===== config.mk =====
export PLATFORM = sky130hd
export DESIGN_NAME = axicb_burst_arbiter
export DESIGN_NICKNAME = d
export VERILOG_FILES = /design/src/rtl/axicb_pkg.sv /design/src/rtl/axicb_rr_pick.sv /design/src/rtl/axicb_burst_arbiter.sv
export SDC_FILE = /design/constraint.sdc
export NUM_CORES = 1
export LEC_CHECK = 0
export ABC_CLOCK_PERIOD_IN_PS = 1500
export CORE_ASPECT_RATIO = 1.75
export CORE_MARGIN = 3
export CORE_UTILIZATION = 35
export DETAILED_ROUTE_END_ITERATION = 16
export PLACE_DENSITY = 0.77
export SETUP_SLACK_MARGIN = 0.1
export SLEW_MARGIN = 10
export SYNTH_ARGS = -nofsm -noshare
export SYNTH_HDL_FRONTEND = slang
export SYNTH_HIERARCHICAL = 1
export SYNTH_SLANG_ARGS = --single-unit

===== constraint.sdc =====
create_clock -name aclk -period 1.5 [get_ports aclk]
set_input_delay 0.225 -clock aclk [delete_from_list [all_inputs] [get_ports aclk]]
set_output_delay 0.225 -clock aclk [all_outputs]
set_load 0.02 [all_outputs]

===== src/rtl/axicb_pkg.sv =====
// Shared types and helpers for the burst arbiter slice.
// Latency: n/a (package only).
// Backpressure: n/a (package only).
package axicb_pkg;

    typedef enum logic {ARB_IDLE, ARB_BUSY} arb_state_t;

    // Index width that never collapses to zero bits for a single requester.
    function automatic int clog2_min1(input int n);
        return (n <= 1) ? 1 : $clog2(n);
    endfunction

endpackage


===== src/rtl/axicb_rr_pick.sv =====
// Combinational round-robin picker: lowest requester at or above ptr, else lowest overall.
// Latency: 0 cycles (pure combinational).
// Backpressure: none; the caller decides when to register the pick.
module axicb_rr_pick
    import axicb_pkg::*;
#(
    parameter int NB_REQ = 4,
    parameter int ID_W   = clog2_min1(NB_REQ)
) (
    input  logic [NB_REQ-1:0] req,
    input  logic [ID_W-1:0]   ptr,
    output logic [NB_REQ-1:0] onehot,
    output logic [ID_W-1:0]   idx,
    output logic              any
);

    logic [NB_REQ-1:0] masked;
    logic [NB_REQ-1:0] sel;

    // Keep only requests at or above the priority pointer.
    always_comb begin
        masked = '0;
        for (int k = 0; k < NB_REQ; k++) begin
            masked[k] = req[k] & (k >= int'(ptr));
        end
    end

    // Masked encoder wins when it has a hit; otherwise wrap to the unmasked one.
    always_comb begin
        sel    = (|masked) ? masked : req;
        onehot = '0;
        idx    = '0;
        for (int k = NB_REQ - 1; k >= 0; k--) begin
            if (sel[k]) begin
                onehot    = '0;
                onehot[k] = 1'b1;
                idx       = ID_W'(k);
            end
        end
    end

    assign any = |req;

endmodule


===== src/rtl/axicb_burst_arbiter.sv =====
// Round-robin, burst-locked arbiter sharing one AXI crossbar channel; optional output slice via AXICB_ARB_PIPE_EN.
// Latency: request to o_valid 1 cycle (2 with AXICB_ARB_PIPE_EN); one IDLE bubble after every burst.
// Backpressure: o_ready steers only the granted requester's i_ready; the current beat is held, never skipped.
module axicb_burst_arbiter
    import axicb_pkg::*;
#(
    parameter int NB_REQ     = 4,
    parameter int DATA_BUS_W = 8,
    parameter int ID_W       = clog2_min1(NB_REQ)
) (
    input  logic                         aclk,
    input  logic                         aresetn,
    input  logic                         srst,
    input  logic [NB_REQ-1:0]            i_valid,
    output logic [NB_REQ-1:0]            i_ready,
    input  logic [NB_REQ*DATA_BUS_W-1:0] i_data,
    input  logic [NB_REQ-1:0]            i_last,
    output logic                         o_valid,
    input  logic                         o_ready,
    output logic [DATA_BUS_W-1:0]        o_data,
    output logic                         o_last,
    output logic [ID_W-1:0]              o_id,
    output logic                         busy
);

    arb_state_t              state, state_nxt;
    logic [ID_W-1:0]         gnt, gnt_nxt;
    logic [ID_W-1:0]         ptr, ptr_nxt;
    logic [NB_REQ-1:0]       gnt_oh, gnt_oh_nxt;

    logic [NB_REQ-1:0]       pick_onehot;
    logic [ID_W-1:0]         pick_idx;
    logic                    pick_any;

    logic                    arb_valid;
    logic                    arb_ready;
    logic [DATA_BUS_W-1:0]   arb_data;
    logic                    arb_last;
    logic                    eob;

    axicb_rr_pick #(
        .NB_REQ (NB_REQ),
        .ID_W   (ID_W)
    ) u_pick (
        .req    (i_valid),
        .ptr    (ptr),
        .onehot (pick_onehot),
        .idx    (pick_idx),
        .any    (pick_any)
    );

    assign busy      = (state == ARB_BUSY);
    assign arb_valid = busy & i_valid[gnt];
    assign arb_data  = i_data[int'(gnt)*DATA_BUS_W +: DATA_BUS_W];
    assign arb_last  = i_last[gnt];
    // No beat may complete in a cycle where the synchronous reset is applied.
    assign eob       = arb_valid & arb_ready & arb_last & ~srst;
    assign i_ready   = gnt_oh & {NB_REQ{busy & arb_ready & ~srst}};

    // Next-state: arbitrate in IDLE, hold the grant until the last beat handshakes.
    always_comb begin
        state_nxt  = state;
        gnt_nxt    = gnt;
        ptr_nxt    = ptr;
        gnt_oh_nxt = gnt_oh;
        case (state)
            ARB_IDLE: begin
                if (pick_any) begin
                    state_nxt  = ARB_BUSY;
                    gnt_nxt    = pick_idx;
                    gnt_oh_nxt = pick_onehot;
                end
            end
            ARB_BUSY: begin
                if (eob) begin
                    state_nxt = ARB_IDLE;
                    ptr_nxt   = (gnt == ID_W'(NB_REQ - 1)) ? '0 : gnt + 1'b1;
                end
            end
            default: state_nxt = ARB_IDLE;
        endcase
    end

    // FSM, grant and priority-pointer registers.
    always_ff @(posedge aclk or negedge aresetn) begin
        if (!aresetn) begin
            state  <= ARB_IDLE;
            gnt    <= '0;
            ptr    <= '0;
            gnt_oh <= '0;
        end else if (srst) begin
            state  <= ARB_IDLE;
            gnt    <= '0;
            ptr    <= '0;
            gnt_oh <= '0;
        end else begin
            state  <= state_nxt;
            gnt    <= gnt_nxt;
            ptr    <= ptr_nxt;
            gnt_oh <= gnt_oh_nxt;
        end
    end

`ifdef AXICB_ARB_PIPE_EN
    logic                  s_vld;
    logic [DATA_BUS_W-1:0] s_dat;
    logic                  s_last;
    logic [ID_W-1:0]       s_id;

    // Slice is full only when it holds a beat the channel is refusing.
    assign arb_ready = ~(s_vld & ~o_ready);

    // Output slice: reload whenever it is not stalled, carrying the grant index along.
    always_ff @(posedge aclk or negedge aresetn) begin
        if (!aresetn) begin
            s_vld  <= 1'b0;
            s_dat  <= '0;
            s_last <= 1'b0;
            s_id   <= '0;
        end else if (srst) begin
            s_vld  <= 1'b0;
            s_dat  <= '0;
            s_last <= 1'b0;
            s_id   <= '0;
        end else if (arb_ready) begin
            s_vld  <= arb_valid;
            s_dat  <= busy ? arb_data : '0;
            s_last <= busy & arb_last;
            s_id   <= busy ? gnt : '0;
        end
    end

    assign o_valid = s_vld;
    assign o_data  = s_dat;
    assign o_last  = s_last;
    assign o_id    = s_id;
`else
    assign arb_ready = o_ready;
    assign o_valid   = arb_valid & ~srst;
    assign o_data    = busy ? arb_data : '0;
    assign o_last    = busy & arb_last;
    assign o_id      = busy ? gnt : '0;
`endif

endmodule

After elaboration in Yosys (flattened, before gate mapping)
Cells that the tools add are included.

$add $sub $neg: 1. Multipliers: 0. Divide/modulo/power cells: 0. $lt $le $gt $ge: 4. Eq/ne operators: 2. Shift-type cells: 1. Multiplexer cells: 29. Bitwise gates (word level): 14. Reductions and logical operators: 7.

Operator list (number): $shiftx 32x6->8 (1); $mux 4 (7); $mux 2 (12); $and 1x1->1 (11); $mux 8 (1); $reduce_or 4->1 (2); $reduce_bool 2->1 (3); $mux 1 (5); $and 4x4->4 (1); $bmux 1 s2 (2); $ge 1x2->1 const A (2); $reduce_and 2->1 (2); $lt 2x3->1 const B (1); $mux 3 (1); $add 2x1->2 const B (1); $eq 2x2->1 const B (1); $ge 2x2->1 const A (1); $ne 2x2->1 const B (1); $not 1->1 (2); $pmux 1 s2 (1).

Register bits after elaboration: 9. Latch bits: 0. Bits in writable memories: 0. Memory bits (read-only): 0. Input bits: 44. Output and inout port bits: 17. Logic and storage cells: 62. Memories: 0.

Depth between registers and ports, before layout
Word-level depth: 10. Mapped depth: 6. Gate-level depth less buffers: 5.

Hierarchy
Netlist, hierarchy kept.

Modules (own cells, without submodules): axicb_burst_arbiter (instances 1, cells an instance 75, area each 847.1 µm², sequential area each 225.2 µm²); axicb_rr_pick (instances 1, cells an instance 33, area each 227.7 µm², sequential area each 0.0 µm²).

Worst setup path after synthesis
No wires, ideal clock.

Kind: register to output. Start: reg gnt[1]. End: out o_valid. Data arrival time: 1.414 ns. Setup slack: -0.139 ns. Cell stages (with the launch flop): 5. Cell sequence: dfrtp_1 -> buf_4 -> mux2i_1 -> and2_1 -> a2111oi_2.

Word-level cells in the longest chain between the ends: 4.

Ends and longest elaborated chain: start, declared (RTL line axicb_burst_arbiter.sv:27) `logic [ID_W-1:0] gnt, gnt_nxt;`; start signal, assigned (RTL line axicb_burst_arbiter.sv:98) `gnt <= gnt_nxt;`; $bmux 1 s2 (RTL line axicb_burst_arbiter.sv:53) `assign arb_valid = busy & i_valid[gnt];`; $mux 1 (implied by the code) (RTL line axicb_burst_arbiter.sv:53); $and 1x1->1 (RTL line axicb_burst_arbiter.sv:53); $and 1x1->1 (RTL line axicb_burst_arbiter.sv:139) `assign o_valid = arb_valid & ~srst;`; end, declared (RTL line axicb_burst_arbiter.sv:18) `output logic o_valid,`.

No other way between the ends. The select of a mux whose other input is x is not followed.

Worst setup path in the final report
Start: reg gnt[0]. End: out o_data[5].

Word-level cells in the longest chain between the ends: 2.

Ends and longest elaborated chain: $shiftx 32x6->8 (RTL line axicb_burst_arbiter.sv:54) `assign arb_data = i_data[int'(gnt)*DATA_BUS_W +: DATA_BUS_W];`; $mux 8 (RTL line axicb_burst_arbiter.sv:140) `assign o_data = busy ? arb_data : '0;`; end, declared (RTL line axicb_burst_arbiter.sv:20) `output logic [DATA_BUS_W-1:0] o_data,`.

No other way between the ends.

==> out/metrics.cfg <==
[run_status]
status=finished with violations
failed_checks=setup timing

[grt]
grt_pass1_vias=1198
grt_use_total_pct=19.98
grt_max_degree=14
overflow=0
grt_pass1_wl_um=5471
grt_antenna_before_repair=0

[placement]
numPortBuffers=60
dp_hpwl_um=2795
gp_congestion=0.7281
place_inst=206

[timing]
worst_slack_ps=-304.6
rsz0062_at_grt=yes
timing.fmax_mhz=554.1
worst_pin_slew_ps=405.0
finalHoldViolations=0
tns_ps=-2838
slew_viol_final=0
slew-limit-headroom_pct=72.91
setup-violations-final=13
clock-skew-final_ps=0.9432
min_period_ps=1805
finalCritPeriodShare_pct=120.3

[clocking]
cts_root_buffer=clkbuf_8
cts_max_level=1
clk_path_buf_depth=2
tritoncts=built
clkTransAtPathRegs_ps=40
cts_buffers=3
cts_sinks=9
ctsHoldBuffers=0
insertion_delay_ps=230

[detailed_routing]
routed-via-count=1158
wirelength_um=3779
drt-initial-drc-count=13
dr.pass1.iters=4
wl_per_cell_um=17.58
postRouteAntennaNets=0
via_per_inst=5.386
drc=0

[logic_synthesis]
syn_area_um2=1075
synth-edff-count=0
synth_ff_type=dfrtp_1
yosys_warnings=6
synthDistinctLibCells=37
synth-seq-area-share_pct=20.95
postSynthCellCount=108
avgSynthCellArea_um2=9.952
synth_seq_cells=9
synthArstFlopShare_pct=100.0
synth_nets=153

[setup_path]
path_class=flop to output pin
cp.required_ps=1270
crit_path_end_kind=output pin
crit_fanout=5
arrival_ps=1580
worstSetupStartpointType=flop

[cells_and_area]
multiInputGateArea_um2=850.8
diodes=0
fin_util_pct=69.49
final_cell_mix=clkdlybuf4s50_1, buf_6, buf_4
fill_cells=226
stdcell_count=215
final_common_cell=clkdlybuf4s50_1
fin_nets=233
synthToLayoutAreaGrowth_pct=89.29
regArea_um2=229.0
drive_above_1_share_pct=49.73

[floorplanning]
die-width_um=47.89
ios=61
fp-row-count=26
start_util_pct=36.71
fp.dieH_um=79.31
die_area_um2=3798
coreArea_um2=2928

[job]
cap_violations=0

[hold_path]
hp-class=input pin to async pin

[pwr]
powerDensity_nw_per_um2=533.1
p_leak_nw=0.9101
vdd_drop_max_uv=488.6

cells by family after synthesis:
kind of cell	Yosys count	share of synthesized area (%)
buffers and inverters	16	10.36
AOI/OAI and AO/OA	21	16.65
DFF	9	20.95
muxes	21	30.38
adders and majority gates	1	1.164
and+or+nand+nor	40	20.49
per-layer routing:
layer | GRT usage [%] | part of all wire, % | vias up
met3 | 2.494 | 8.3 | 6
met2 | 40.45 | 59 | 57
met5 | 0 | 0 | -
li1 | - | - | 540
met1 | 18.57 | 31 | 555
met4 | 4.852 | 1.6 | 0
what timing repair did:
| action | CTS | global route |
|---|---|---|
| gates resized for setup | 124 | 19 |
| hold endpoints to repair | 0 | 0 |
| endpoints found under the setup margin | 26 | 26 |
| cloned | 1 | 0 |
| buffers inserted | 2 | 5 |
| pin swaps | 9 | 5 |
flip-flops by register name, indices dropped and copies added, names as in the netlist:
| name | flops |
|---|---|
| busy | 1 |
| ptr | 2 |
| gnt_oh | 4 |
| gnt | 2 |
Yosys cell counts, types with 3 or more instances:
cell | instances | area (µm²)
and2_1 | 14 | 87.58
mux2i_1 | 12 | 120.1
nor2_1 | 12 | 45.04
dfrtp_1 | 9 | 225.2
inv_1 | 5 | 18.77
mux4_2 | 5 | 112.6
a21oi_1 | 4 | 20.02
nand2_1 | 4 | 15.01
buf_4 | 3 | 22.52
buf_6 | 3 | 33.78
mux4_1 | 3 | 78.83
nand2b_1 | 3 | 18.77
final timing paths:
kind,from,endpoint,slack [ps],depth (start not counted)
min reg2reg,gnt_oh[0]$_DFFE_PN0P_,gnt_oh[0]$_DFFE_PN0P_,530,2
min in group aclk,srst,busy$_DFF_PN0_,520,3
max reg2reg,gnt[0]$_DFFE_PN0P_,ptr[0]$_DFFE_PN0P_,-200,8
max,gnt[0]$_DFFE_PN0P_,o_data[5],-300,4
min,aresetn,gnt_oh[2]$_DFFE_PN0P_,290,1
max in group asynchronous,aresetn,busy$_DFF_PN0_,900,1
area by class of cell:
type	count	area share [%]
tap	28	1.722
inverter	6	1.107
multi-input combinational	83	41.82
clock buffer	4	2.214
sequential	9	11.25
timing repair buffer	85	41.88
worst max-delay path, stage by stage, from the launching register on:
cell     delay, ps
dfrtp_1        390
buf_6          150
mux4_2         520
and2_4         160
buf_6          120
metrics by stage:
stage          power (mW)  cell area (µm²)  setup WS, ps  hold WS (ps)
2_1_floorplan      0.5163             1120         15.33        -70.59
3_3_place_gp       0.7370             1829        -639.0         504.5
3_5_place_dp       0.7466             1829        -672.0         521.3
4_1_cts             1.081             2001        -313.7         298.8
5_1_grt             1.143             2034        -337.5         323.7
6_report            1.085             2034        -304.6         294.3
power breakdown:
group          internal [mW]  switching (mW)
Clock                  0.185          0.0911
Combinational          0.329           0.211
Sequential             0.256          0.0126
Total                  0.770           0.315
Note: power is estimated with default switching activity, not from simulation.
